==> src/rtl/bus_timer_irq_if.sv <==
`default_nettype none
// ============================================================================
//  Module      : bus_timer_irq_if
//  Description : Register-bus bundle between the CPU load/store bridge
//                (master) and the bus_timer_irq peripheral (slave). It also
//                carries the timer's interrupt request back to the CPU side.
//                  we    : write strobe, sampled on the clock edge
//                  addr  : word select (byte address bits [3:2])
//                  wdata : write data
//                  rdata : combinational read data for addr
//                  irq   : interrupt request to a HWInt line
//  Revision    : 1.0 - initial release
// ============================================================================
interface bus_timer_irq_if;
    logic        we;
    logic [1:0]  addr;
    logic [31:0] wdata;
    logic [31:0] rdata;
    logic        irq;

    modport master (
        output we,
        output addr,
        output wdata,
        input  rdata,
        input  irq
    );

    modport slave (
        input  we,
        input  addr,
        input  wdata,
        output rdata,
        output irq
    );
endinterface
`default_nettype wire

==> src/rtl/bus_timer_irq.sv <==
`default_nettype none
// ============================================================================
//  Module      : bus_timer_irq
//  Description : Memory-mapped programmable down-counter that raises an
//                interrupt request on expiry. Software programs it through
//                bridge loads/stores.
//                Register map (word address):
//                  0 CTRL   [0] EN, [2:1] MODE (00/1x one-shot, 01 reload),
//                           [3] IM (irq mask enable). Upper bits read 0.
//                           Any write also acknowledges (clears) the flag.
//                  1 PRESET reload value
//                  2 COUNT  current count, read-only
//                  3 reserved, reads 0
//                Ports:
//                  clk   : clock, rising edge
//                  reset : synchronous, active-high
//                  bus   : slave side of bus_timer_irq_if (we, addr, wdata,
//                          rdata, irq)
//  Revision    : 1.0 - initial release
// ============================================================================
module bus_timer_irq #(
    parameter logic [31:0] PRESET_RST = 32'd0,
    parameter int          CNT_W      = 32
) (
    input  wire logic         clk,
    input  wire logic         reset,
    bus_timer_irq_if.slave    bus
);

    // ------------------------------------------------------------------------
    // Register map constants
    // ------------------------------------------------------------------------
    localparam logic [1:0] ADDR_CTRL   = 2'd0;
    localparam logic [1:0] ADDR_PRESET = 2'd1;
    localparam logic [1:0] ADDR_COUNT  = 2'd2;

    localparam int CTRL_EN = 0;
    localparam int CTRL_IM = 3;

    localparam logic [1:0] MODE_RELOAD = 2'b01;

    // ------------------------------------------------------------------------
    // FSM encoding
    // ------------------------------------------------------------------------
    typedef enum logic [1:0] {
        S_IDLE = 2'd0,
        S_LOAD = 2'd1,
        S_CNT  = 2'd2,
        S_INT  = 2'd3
    } state_t;

    // ------------------------------------------------------------------------
    // State registers and their next-state values
    // ------------------------------------------------------------------------
    state_t             state_q, state_d;
    logic [3:0]         ctrl_q,  ctrl_d;
    logic [CNT_W-1:0]   preset_q, preset_d;
    logic [CNT_W-1:0]   count_q, count_d;
    logic               flag_q,  flag_d;

    // ------------------------------------------------------------------------
    // Bus write decode
    // ------------------------------------------------------------------------
    logic w_ctrl_wr;
    logic w_preset_wr;
    logic w_en;
    logic w_reload_mode;
    logic w_count_zero;

    assign w_ctrl_wr     = bus.we && (bus.addr == ADDR_CTRL);
    assign w_preset_wr   = bus.we && (bus.addr == ADDR_PRESET);
    assign w_en          = ctrl_q[CTRL_EN];
    // MODE 1x behaves exactly like one-shot, so only 01 selects reload.
    assign w_reload_mode = (ctrl_q[2:1] == MODE_RELOAD);
    assign w_count_zero  = (count_q == '0);

    // ------------------------------------------------------------------------
    // Sequential state
    // ------------------------------------------------------------------------
    always_ff @(posedge clk) begin
        if (reset) begin
            state_q  <= S_IDLE;
            ctrl_q   <= 4'd0;
            preset_q <= PRESET_RST[CNT_W-1:0];
            count_q  <= '0;
            flag_q   <= 1'b0;
        end else begin
            state_q  <= state_d;
            ctrl_q   <= ctrl_d;
            preset_q <= preset_d;
            count_q  <= count_d;
            flag_q   <= flag_d;
        end
    end

    // ------------------------------------------------------------------------
    // Next-state logic. The FSM updates are computed first; bus writes are
    // applied afterwards so that a software CTRL write always wins over a
    // same-cycle EN clear or flag set from the FSM.
    // ------------------------------------------------------------------------
    always_comb begin
        state_d  = state_q;
        ctrl_d   = ctrl_q;
        preset_d = preset_q;
        count_d  = count_q;
        flag_d   = flag_q;

        case (state_q)
            S_IDLE: begin
                if (w_en) begin
                    state_d = S_LOAD;
                    flag_d  = 1'b0;
                end
            end

            // EN is deliberately not sampled here; a disable seen in CNT
            // returns to IDLE one cycle later.
            S_LOAD: begin
                count_d = preset_q;
                state_d = S_CNT;
            end

            S_CNT: begin
                if (!w_en) begin
                    state_d = S_IDLE;
                end else if (w_count_zero) begin
                    state_d = S_INT;
                    flag_d  = 1'b1;
                end else begin
                    // Only reached with COUNT != 0, so the counter never wraps.
                    count_d = count_q - CNT_W'(1);
                end
            end

            S_INT: begin
                state_d = S_IDLE;
                if (w_reload_mode) begin
                    // EN stays set, so IDLE immediately re-enters LOAD.
                    flag_d = 1'b0;
                end else begin
                    // One-shot: stop and keep the flag until software acks.
                    ctrl_d[CTRL_EN] = 1'b0;
                end
            end

            default: begin
                state_d = S_IDLE;
            end
        endcase

        if (w_ctrl_wr) begin
            ctrl_d = bus.wdata[3:0];
            flag_d = 1'b0;
        end

        if (w_preset_wr) begin
            preset_d = bus.wdata[CNT_W-1:0];
        end
    end

    // ------------------------------------------------------------------------
    // Read mux (no read side effects) and interrupt output
    // ------------------------------------------------------------------------
    always_comb begin
        bus.rdata = 32'd0;
        case (bus.addr)
            ADDR_CTRL:   bus.rdata = {28'd0, ctrl_q};
            ADDR_PRESET: bus.rdata = 32'(preset_q);
            ADDR_COUNT:  bus.rdata = 32'(count_q);
            default:     bus.rdata = 32'd0;
        endcase
    end

    // Masking with IM hides the request without losing the pending flag.
    assign bus.irq = ctrl_q[CTRL_IM] & flag_q;

endmodule
`default_nettype wire
==> src/flat_wrapper.sv <==
// flat-port wrapper written by rule: the top's interface ports become plain ports
module bus_timer_irq_flat 
#(
    parameter logic [31:0] PRESET_RST = 32'd0,
    parameter int          CNT_W      = 32
)
  (clk, reset, bus_we, bus_addr, bus_wdata, bus_rdata, bus_irq);
  bus_timer_irq_if bus_i ();
  input  wire logic clk;
  input  wire logic reset;
  input wire logic [$bits(bus_i.we)-1:0] bus_we;
  input wire logic [$bits(bus_i.addr)-1:0] bus_addr;
  input wire logic [$bits(bus_i.wdata)-1:0] bus_wdata;
  output wire logic [$bits(bus_i.rdata)-1:0] bus_rdata;
  output wire logic [$bits(bus_i.irq)-1:0] bus_irq;
  assign bus_i.we = bus_we;
  assign bus_i.addr = bus_addr;
  assign bus_i.wdata = bus_wdata;
  assign bus_rdata = bus_i.rdata;
  assign bus_irq = bus_i.irq;
  bus_timer_irq #(.PRESET_RST(PRESET_RST), .CNT_W(CNT_W)) u_core (.clk(clk), .reset(reset), .bus(bus_i));
endmodule
==> config.mk <==
export PLATFORM = sky130hd
export DESIGN_NAME = bus_timer_irq_flat
export DESIGN_NICKNAME = d
export VERILOG_FILES = /design/src/rtl/bus_timer_irq_if.sv /design/src/rtl/bus_timer_irq.sv /design/src/flat_wrapper.sv
export SDC_FILE = /design/constraint.sdc
export NUM_CORES = 1
export LEC_CHECK = 0
export CORE_MARGIN = 1.5
export CORE_UTILIZATION = 35
export DETAILED_ROUTE_END_ITERATION = 8
export PLACE_DENSITY = 0.6
export SLEW_MARGIN = 20
export SYNTH_ARGS = -nofsm -noshare
export SYNTH_HDL_FRONTEND = slang
export SYNTH_SLANG_ARGS = --single-unit
==> constraint.sdc <==
create_clock -name clk -period 3 [get_ports clk]
set_clock_uncertainty 0.1 [all_clocks]
set_input_delay 0.6 -clock clk [delete_from_list [all_inputs] [get_ports clk]]
set_output_delay 0.6 -clock clk [all_outputs]
set_load 0.01 [all_outputs]
==> results of run 1 <==
==> logic make-up (layout without fill, tap and decap cells) <==
family	count (synthesis)	count (layout)	synth area share, %
AOI/OAI and AO/OA	175	175	28.6
buffers and inverters	56	120	5.93
DFF	71	71	34.9
and+or+nand+nor	229	229	28.3
adders and majority gates	1	1	0.307
muxes	8	8	1.97
==> how the worst max path moves through the flow <==
| stage | slack, ps | to | from |
|---|---|---|---|
| 4_1_cts | 6 | bus_rdata[25] | bus_addr[1] |
| 3_5_place_dp | 4 | bus_rdata[1] | bus_addr[0] |
| 6_report | 310 | bus_rdata[16] | bus_addr[0] |
| 2_1_floorplan | 480 | bus_rdata[11] | bus_addr[1] |
| 5_1_grt | 90 | u_core.count_q[30]$_SDFFE_PP0P_ | u_core.count_q[0]$_SDFFE_PP0P_ |
| 3_3_place_gp | 10 | bus_rdata[25] | bus_addr[1] |
==> routing by layer <==
| layer | global-route usage, % | vias up |
|---|---|---|
| li1 | - | 2100 |
| met1 | 27.3 | 2054 |
| met2 | 32.2 | 141 |
| met4 | 4.96 | 0 |
| met3 | 5.90 | 13 |
| met5 | 0 | - |
==> state kept, by name (all words and copies together), names as in the netlist <==
| signal | flops |
|---|---|
| u_core.ctrl_q | 4 |
| u_core.flag_q | 1 |
| u_core.preset_q | 32 |
| u_core.state_q | 2 |
| u_core.count_q | 32 |
==> area by class of cell <==
type,count,area [µm²]
clock buffers,13,260
clock inverters,1,5.00
fillers,1133,6010
inverters,5,18.8
multi-input cells,413,2430
flip-flops and latches,71,1420
well taps,143,179
repair buffers,101,1040
==> worst max-delay path, stage by stage <==
cell             delay, ps
dlymetal6s2s_1         170
nor2b_4                200
buf_12                 130
clkbuf_16              180
a22o_1                 150
clkdlybuf4s50_1        530
==> power by group through the flow <==
stage	clock network [mW]	logic (mW)	registers [mW]
floorplan	0	0.0917	0.989
global placement	0	0.184	0.994
detailed placement	0	0.187	0.995
CTS	1.00	0.188	0.974
global route	1.05	0.222	0.976
finish	0.983	0.205	0.974
==> per-stage QoR <==
step	area, µm²	hold WS, ps	power [mW]
2_1_floorplan	4070	344	1.08
3_3_place_gp	4960	363	1.18
3_5_place_dp	4960	366	1.18
4_1_cts	5220	374	2.16
5_1_grt	5360	391	2.25
6_report	5360	373	2.16
==> placed cells by master (no fill, tap or decap), types with 3 or more instances in the layout <==
| cell type | n |
|---|---|
| nand2_1 | 89 |
| a21oi_1 | 74 |
| dfxtp_1 | 71 |
| clkdlybuf4s50_1 | 63 |
| nor2_1 | 39 |
| a22o_1 | 28 |
| buf_4 | 23 |
| o31ai_1 | 21 |
| or3_1 | 14 |
| nor3_1 | 14 |
| nand4_1 | 13 |
| a211o_1 | 12 |
| clkbuf_16 | 12 |
| nand3_1 | 9 |
| mux2i_1 | 8 |
| o21ai_0 | 8 |
| nand2b_1 | 8 |
| nor4_1 | 7 |
| a31oi_1 | 7 |
| and2_1 | 6 |
| or4_1 | 6 |
| o32ai_1 | 6 |
| inv_1 | 5 |
| a22oi_1 | 5 |
| a211oi_1 | 4 |
| dlymetal6s2s_1 | 4 |
| buf_12 | 4 |
| nor3b_1 | 3 |
| nor2b_1 | 3 |
==> timing repair <==
item | CTS | global route
endpoints found under the setup margin | 1 | 32
resized for setup | 1 | 8
hold endpoints to repair | 0 | 0
pin swaps | 0 | 1
cloned | 0 | 3
buffers inserted | 0 | 3
==> results.sh, run 1 <==
export IMPL_power_frac_seq_pct=45.1
export IMPL_min_path_type="flip-flop to flip-flop"
export IMPL_synth_most_common_cell="nand2_1"
export IMPL_synth_area_mm2=0.00407
export IMPL_postCtsHoldBufs=0
export IMPL_grt_max_degree=66
export IMPL_relSlewSlack_pct=47.8
export IMPL_netlist_instances=540
export IMPL_boundaryPins=70
export IMPL_dieArea_mm2=0.0123
export IMPL_hold_viol=0
export IMPL_place_hpwl_mm=8.18
export IMPL_grt_overflow=0
export IMPL_leakagePower_nw=1.85
export IMPL_post_route_min_period_ps=2690
export IMPL_dpl_worst_slack_ps=4.07
export IMPL_route_met3_wl_um=772
export IMPL_clock_latency_ps=340
export IMPL_grt_first_pass_wirelength_mm=20.6
export IMPL_firstDrtPassIters=5
export IMPL_routedLengthMet1_mm=5.87
export IMPL_synth_edf_count=0
export IMPL_power_frac_comb_pct=9.5
export IMPL_cts_tree="done"
export IMPL_nets=639
export IMPL_grtUsageTotal_pct=20.3
export IMPL_fmax_mhz=372
export IMPL_seq_area_frac_synth_pct=34.9
export IMPL_cap_violations=0
export IMPL_wl_per_cell_um=16.9
export IMPL_drive_gt1_share_pct=9.77
export IMPL_yosys_area_top_type_share_pct=34.9
export IMPL_switching_share_pct=23.3
export IMPL_ys_seq_elements=71
export IMPL_crit_fanout=17
export IMPL_ff2ff_setup_slack_ps=310
export IMPL_min_to="u_core.preset_q[4]$_SDFFE_PP0P_"
export IMPL_worstSetupStartpointType="input port"
export IMPL_final_util_pct=47.1
export IMPL_antenna_left=0
export IMPL_routed_wl_met2_mm=5.85
export IMPL_highest_layer="met4"
export IMPL_reg2reg_from="u_core.count_q[0]$_SDFFE_PP0P_"
export IMPL_maxSlewViolCount=0
export IMPL_rsz0062_at_grt="false"
export IMPL_start_util_pct=35.8
export IMPL_p_switching_mw=0.503
export IMPL_fin_cells=747
export IMPL_core_area_mm2=0.0114
export IMPL_fin_crit_sh_pct=89.6
export IMPL_power_density_mw_per_mm2=403
export IMPL_outcome="complete, no violations"
export IMPL_crit_type="input port to output port"
export IMPL_ir_drop_mv=0.281
export IMPL_reg2reg_to="u_core.count_q[30]$_SDFFE_PP0P_"
export IMPL_synth_avg_cell_area_um2=7.54
export IMPL_setup_viol=0
export IMPL_die_h_um=111
export IMPL_chipWidth_um=111
export IMPL_place_inst=727
export IMPL_initialDrtViolationCount=296
export IMPL_tns_ps=0
export IMPL_row_count=39
export IMPL_cts_buffer_depth=2
export IMPL_totalWireLength_mm=12.7
export IMPL_ys_types=49
export IMPL_synthesis_nets=578
export IMPL_vias=4308
export IMPL_synth_top_cell_by_area="dfxtp_1"
export IMPL_cp_required_ps=2300
export IMPL_p_clk_share_pct=45.5
export IMPL_port_buffers=69
export IMPL_vias_per_cell=5.77
export IMPL_drc_errors=0
export IMPL_hold_depth=2
export IMPL_finalWeightedCongestion=0.832
export IMPL_yosys_top_cells_area="dfxtp_1, a21oi_1, nand2_1, a22o_1, clkbuf_1"
export IMPL_r2r_cells=8
export IMPL_num_antenna_cells=0
export IMPL_yosysWarnings=0
export IMPL_async_reset_ff_share_pct=0
export IMPL_h_tree_depth=3
export IMPL_cts_buffers=9
export IMPL_setup_ws_ps=312
export IMPL_hp_start="u_core.preset_q[4]$_SDFFE_PP0P_"
export IMPL_synthTopCellsByCount="nand2_1, a21oi_1, dfxtp_1"
export IMPL_cts_sinks=71
export IMPL_clk_pin_slew_worst_paths_ps=60
export IMPL_ctsRootBufferMaster="clkbuf_16"
export IMPL_synth_main_ff_cell="dfxtp_1"
export IMPL_antenna_found_initial=0
export IMPL_grt_pass1_vias=4152
export IMPL_end_kind="output port"
export IMPL_critPathArrivalTime_ps=1990
export IMPL_worst_pin_slew_ps=776
export IMPL_area_growth_pct=31.6
export IMPL_internal_power_mw=1.66
Power figures use the tool's default switching activity.
==> inputs of run 2 (changes only) <==
--- a/config.mk
+++ b/config.mk
@@ -9,6 +9,7 @@
 export CORE_UTILIZATION = 35
 export DETAILED_ROUTE_END_ITERATION = 8
 export PLACE_DENSITY = 0.6
+export SKIP_LAST_GASP = 1
 export SLEW_MARGIN = 20
 export SYNTH_ARGS = -nofsm -noshare
 export SYNTH_HDL_FRONTEND = slang
==> run 2 against run 1 <==
Via count decreased by 0.51%; critical endpoint unchanged; cell count unchanged; highest routed layer unchanged; clock-buffer cell count unchanged; die area unchanged.
==> results.sh, run 2 (synthesis results as in run 1) <==
export IMPL_outcome="complete, no violations"
export IMPL_tns_ps=0
export IMPL_ff2ff_setup_slack_ps=330
export IMPL_fin_cells=747
export IMPL_finalWeightedCongestion=0.832
export IMPL_cp_required_ps=2300
export IMPL_critical_path_cell_chain="dlymetal6s2s_1, nor2b_4, buf_12, clkbuf_16, a22o_1, clkdlybuf4s50_1"
export IMPL_area_growth_pct=31.7
export IMPL_most_common_layout_cells="nand2_1, a21oi_1, dfxtp_1, clkdlybuf4s50_1, nor2_1"
export IMPL_fillers=1129
export IMPL_place_area_mm2=0.00496
export IMPL_reg2reg_from="u_core.count_q[0]$_SDFFE_PP0P_"
export IMPL_end_kind="output port"
export IMPL_seq_area_mm2=0.00142
export IMPL_cts_sinks=71
export IMPL_slowest_stage="clkdlybuf4s50_1"
export IMPL_dieArea_mm2=0.0123
export IMPL_relSlewSlack_pct=47.2
export IMPL_worst_pin_slew_ps=786
export IMPL_r2r_cells=8
export IMPL_grt_first_pass_wirelength_mm=20.6
export IMPL_maxSlewViolCount=0
export IMPL_final_util_pct=47.2
export IMPL_clk_pin_slew_worst_paths_ps=60
export IMPL_clock_latency_ps=340
export IMPL_ir_drop_mv=0.278
export IMPL_worstSetupStartpointType="input port"
export IMPL_cap_violations=0
export IMPL_grt_max_degree=66
export IMPL_setup_viol=0
export IMPL_final_area_mm2=0.00537
export IMPL_port_buffers=69
export IMPL_path_depth=6
export IMPL_grt_pass1_vias=4152
export IMPL_hold_ws_ps=372
export IMPL_critPathLaunch="bus_addr[0]"
export IMPL_initialDrtViolationCount=281
export IMPL_leakagePower_nw=1.88
export IMPL_crit_fanout=17
export IMPL_place_inst=727
export IMPL_firstDrtPassIters=5
export IMPL_nets=639
export IMPL_reg_top3="u_core.count_q: 32 flops, u_core.preset_q: 32 flops, u_core.ctrl_q: 4 flops"
export IMPL_cts_buffer_depth=2
export IMPL_chipWidth_um=111
export IMPL_antenna_left=0
export IMPL_vias_per_cell=5.74
export IMPL_place_hpwl_mm=8.18
export IMPL_cts_tree="done"
export IMPL_fin_crit_sh_pct=89.6
export IMPL_final_common_cell="nand2_1"
export IMPL_critPathArrivalTime_ps=1990
export IMPL_min_path_type="flip-flop to flip-flop"
export IMPL_slowest_delay_ps=530
export IMPL_crit_type="input port to output port"
export IMPL_postCtsHoldBufs=0
export IMPL_wl_per_cell_um=17.0
export IMPL_endpoint="bus_rdata[16]"
export IMPL_drc_errors=0
export IMPL_boundaryPins=70
export IMPL_start_util_pct=35.8
export IMPL_antenna_found_initial=0
export IMPL_grtUsageTotal_pct=20.3
export IMPL_cpLargestDelayFamily="buffers and inverters"
export IMPL_power_density_mw_per_mm2=404
export IMPL_rsz0062_at_grt="false"
export IMPL_fmax_mhz=372
export IMPL_post_route_min_period_ps=2690
export IMPL_multi_input_area_mm2=0.00243
export IMPL_grt_overflow=0
export IMPL_vias=4286
export IMPL_reg2reg_to="u_core.count_q[30]$_SDFFE_PP0P_"
export IMPL_hold_viol=0
export IMPL_setup_ws_ps=313
export IMPL_row_count=39
export IMPL_h_tree_depth=3
export IMPL_ctsRootBufferMaster="clkbuf_16"
export IMPL_drive_gt1_share_pct=9.77
export IMPL_cts_buffers=9
export IMPL_die_h_um=111
export IMPL_num_antenna_cells=0
export IMPL_dpl_worst_slack_ps=4.07
export IMPL_core_area_mm2=0.0114
export IMPL_p_total_mw=2.17
export IMPL_totalWireLength_mm=12.7
export IMPL_crit_buf_inv=4
[run 2: worst min path at each step]
stage,startpoint,slack (ps),endpoint,depth (start not counted)
finish,u_core.preset_q[27]$_SDFFE_PP0P_,370,u_core.preset_q[27]$_SDFFE_PP0P_,2
detailed placement,u_core.preset_q[27]$_SDFFE_PP0P_,370,u_core.preset_q[27]$_SDFFE_PP0P_,2
CTS,u_core.preset_q[27]$_SDFFE_PP0P_,370,u_core.preset_q[27]$_SDFFE_PP0P_,2
floorplan,u_core.preset_q[26]$_SDFFE_PP0P_,340,u_core.preset_q[26]$_SDFFE_PP0P_,2
global placement,u_core.preset_q[26]$_SDFFE_PP0P_,360,u_core.preset_q[26]$_SDFFE_PP0P_,2
global route,u_core.preset_q[4]$_SDFFE_PP0P_,390,u_core.preset_q[4]$_SDFFE_PP0P_,2
[run 2: power breakdown]
part | internal [mW] | switching (mW) | leakage [nW]
sequential | 0.960 | 0.0144 | 0.574
combinational | 0.104 | 0.103 | 1.18
clock | 0.595 | 0.389 | 0.132
[run 2: worst min-delay path, stage by stage, from the launching register on]
cell     delay, ps
dfxtp_1        320
nand2_1         50
a21oi_1         50
[run 2: metal layers]
layer	routed length (µm)	vias up	share of wire [%]	track usage [%]
met5	0	-	0	0
met4	193	0	1.5	4.96
met3	788	18	6.2	5.90
met2	5690	144	45	32.2
met1	6050	2023	48	27.3
li1	-	2101	-	-
[run 2: cell type report]
type	instances	area share (%)
Clock buffer	13	4.85
Sequential cell	71	26.5
Multi-Input combinational cell	413	45.3
Clock inverter	1	0.0933
Inverter	5	0.350
Tap cell	143	3.33
Timing Repair Buffer	101	19.6
[run 2: what timing repair did]
| action | in CTS | in global routing |
|---|---|---|
| gates resized for setup | 0 | 10 |
| gates cloned | 0 | 3 |
| endpoints found under the setup margin | 1 | 33 |
| pin swaps | 0 | 1 |
| setup buffers | 0 | 3 |
==> inputs of run 3 (changes only) <==
--- a/config.mk
+++ b/config.mk
@@ -8,6 +8,7 @@
 export CORE_MARGIN = 1.5
 export CORE_UTILIZATION = 35
 export DETAILED_ROUTE_END_ITERATION = 8
+export GPL_TIMING_DRIVEN = 1
 export PLACE_DENSITY = 0.6
 export SKIP_LAST_GASP = 1
 export SLEW_MARGIN = 20
==> results of run 3 <==
Final layout, timing and power as in run 2 (identical DEF).
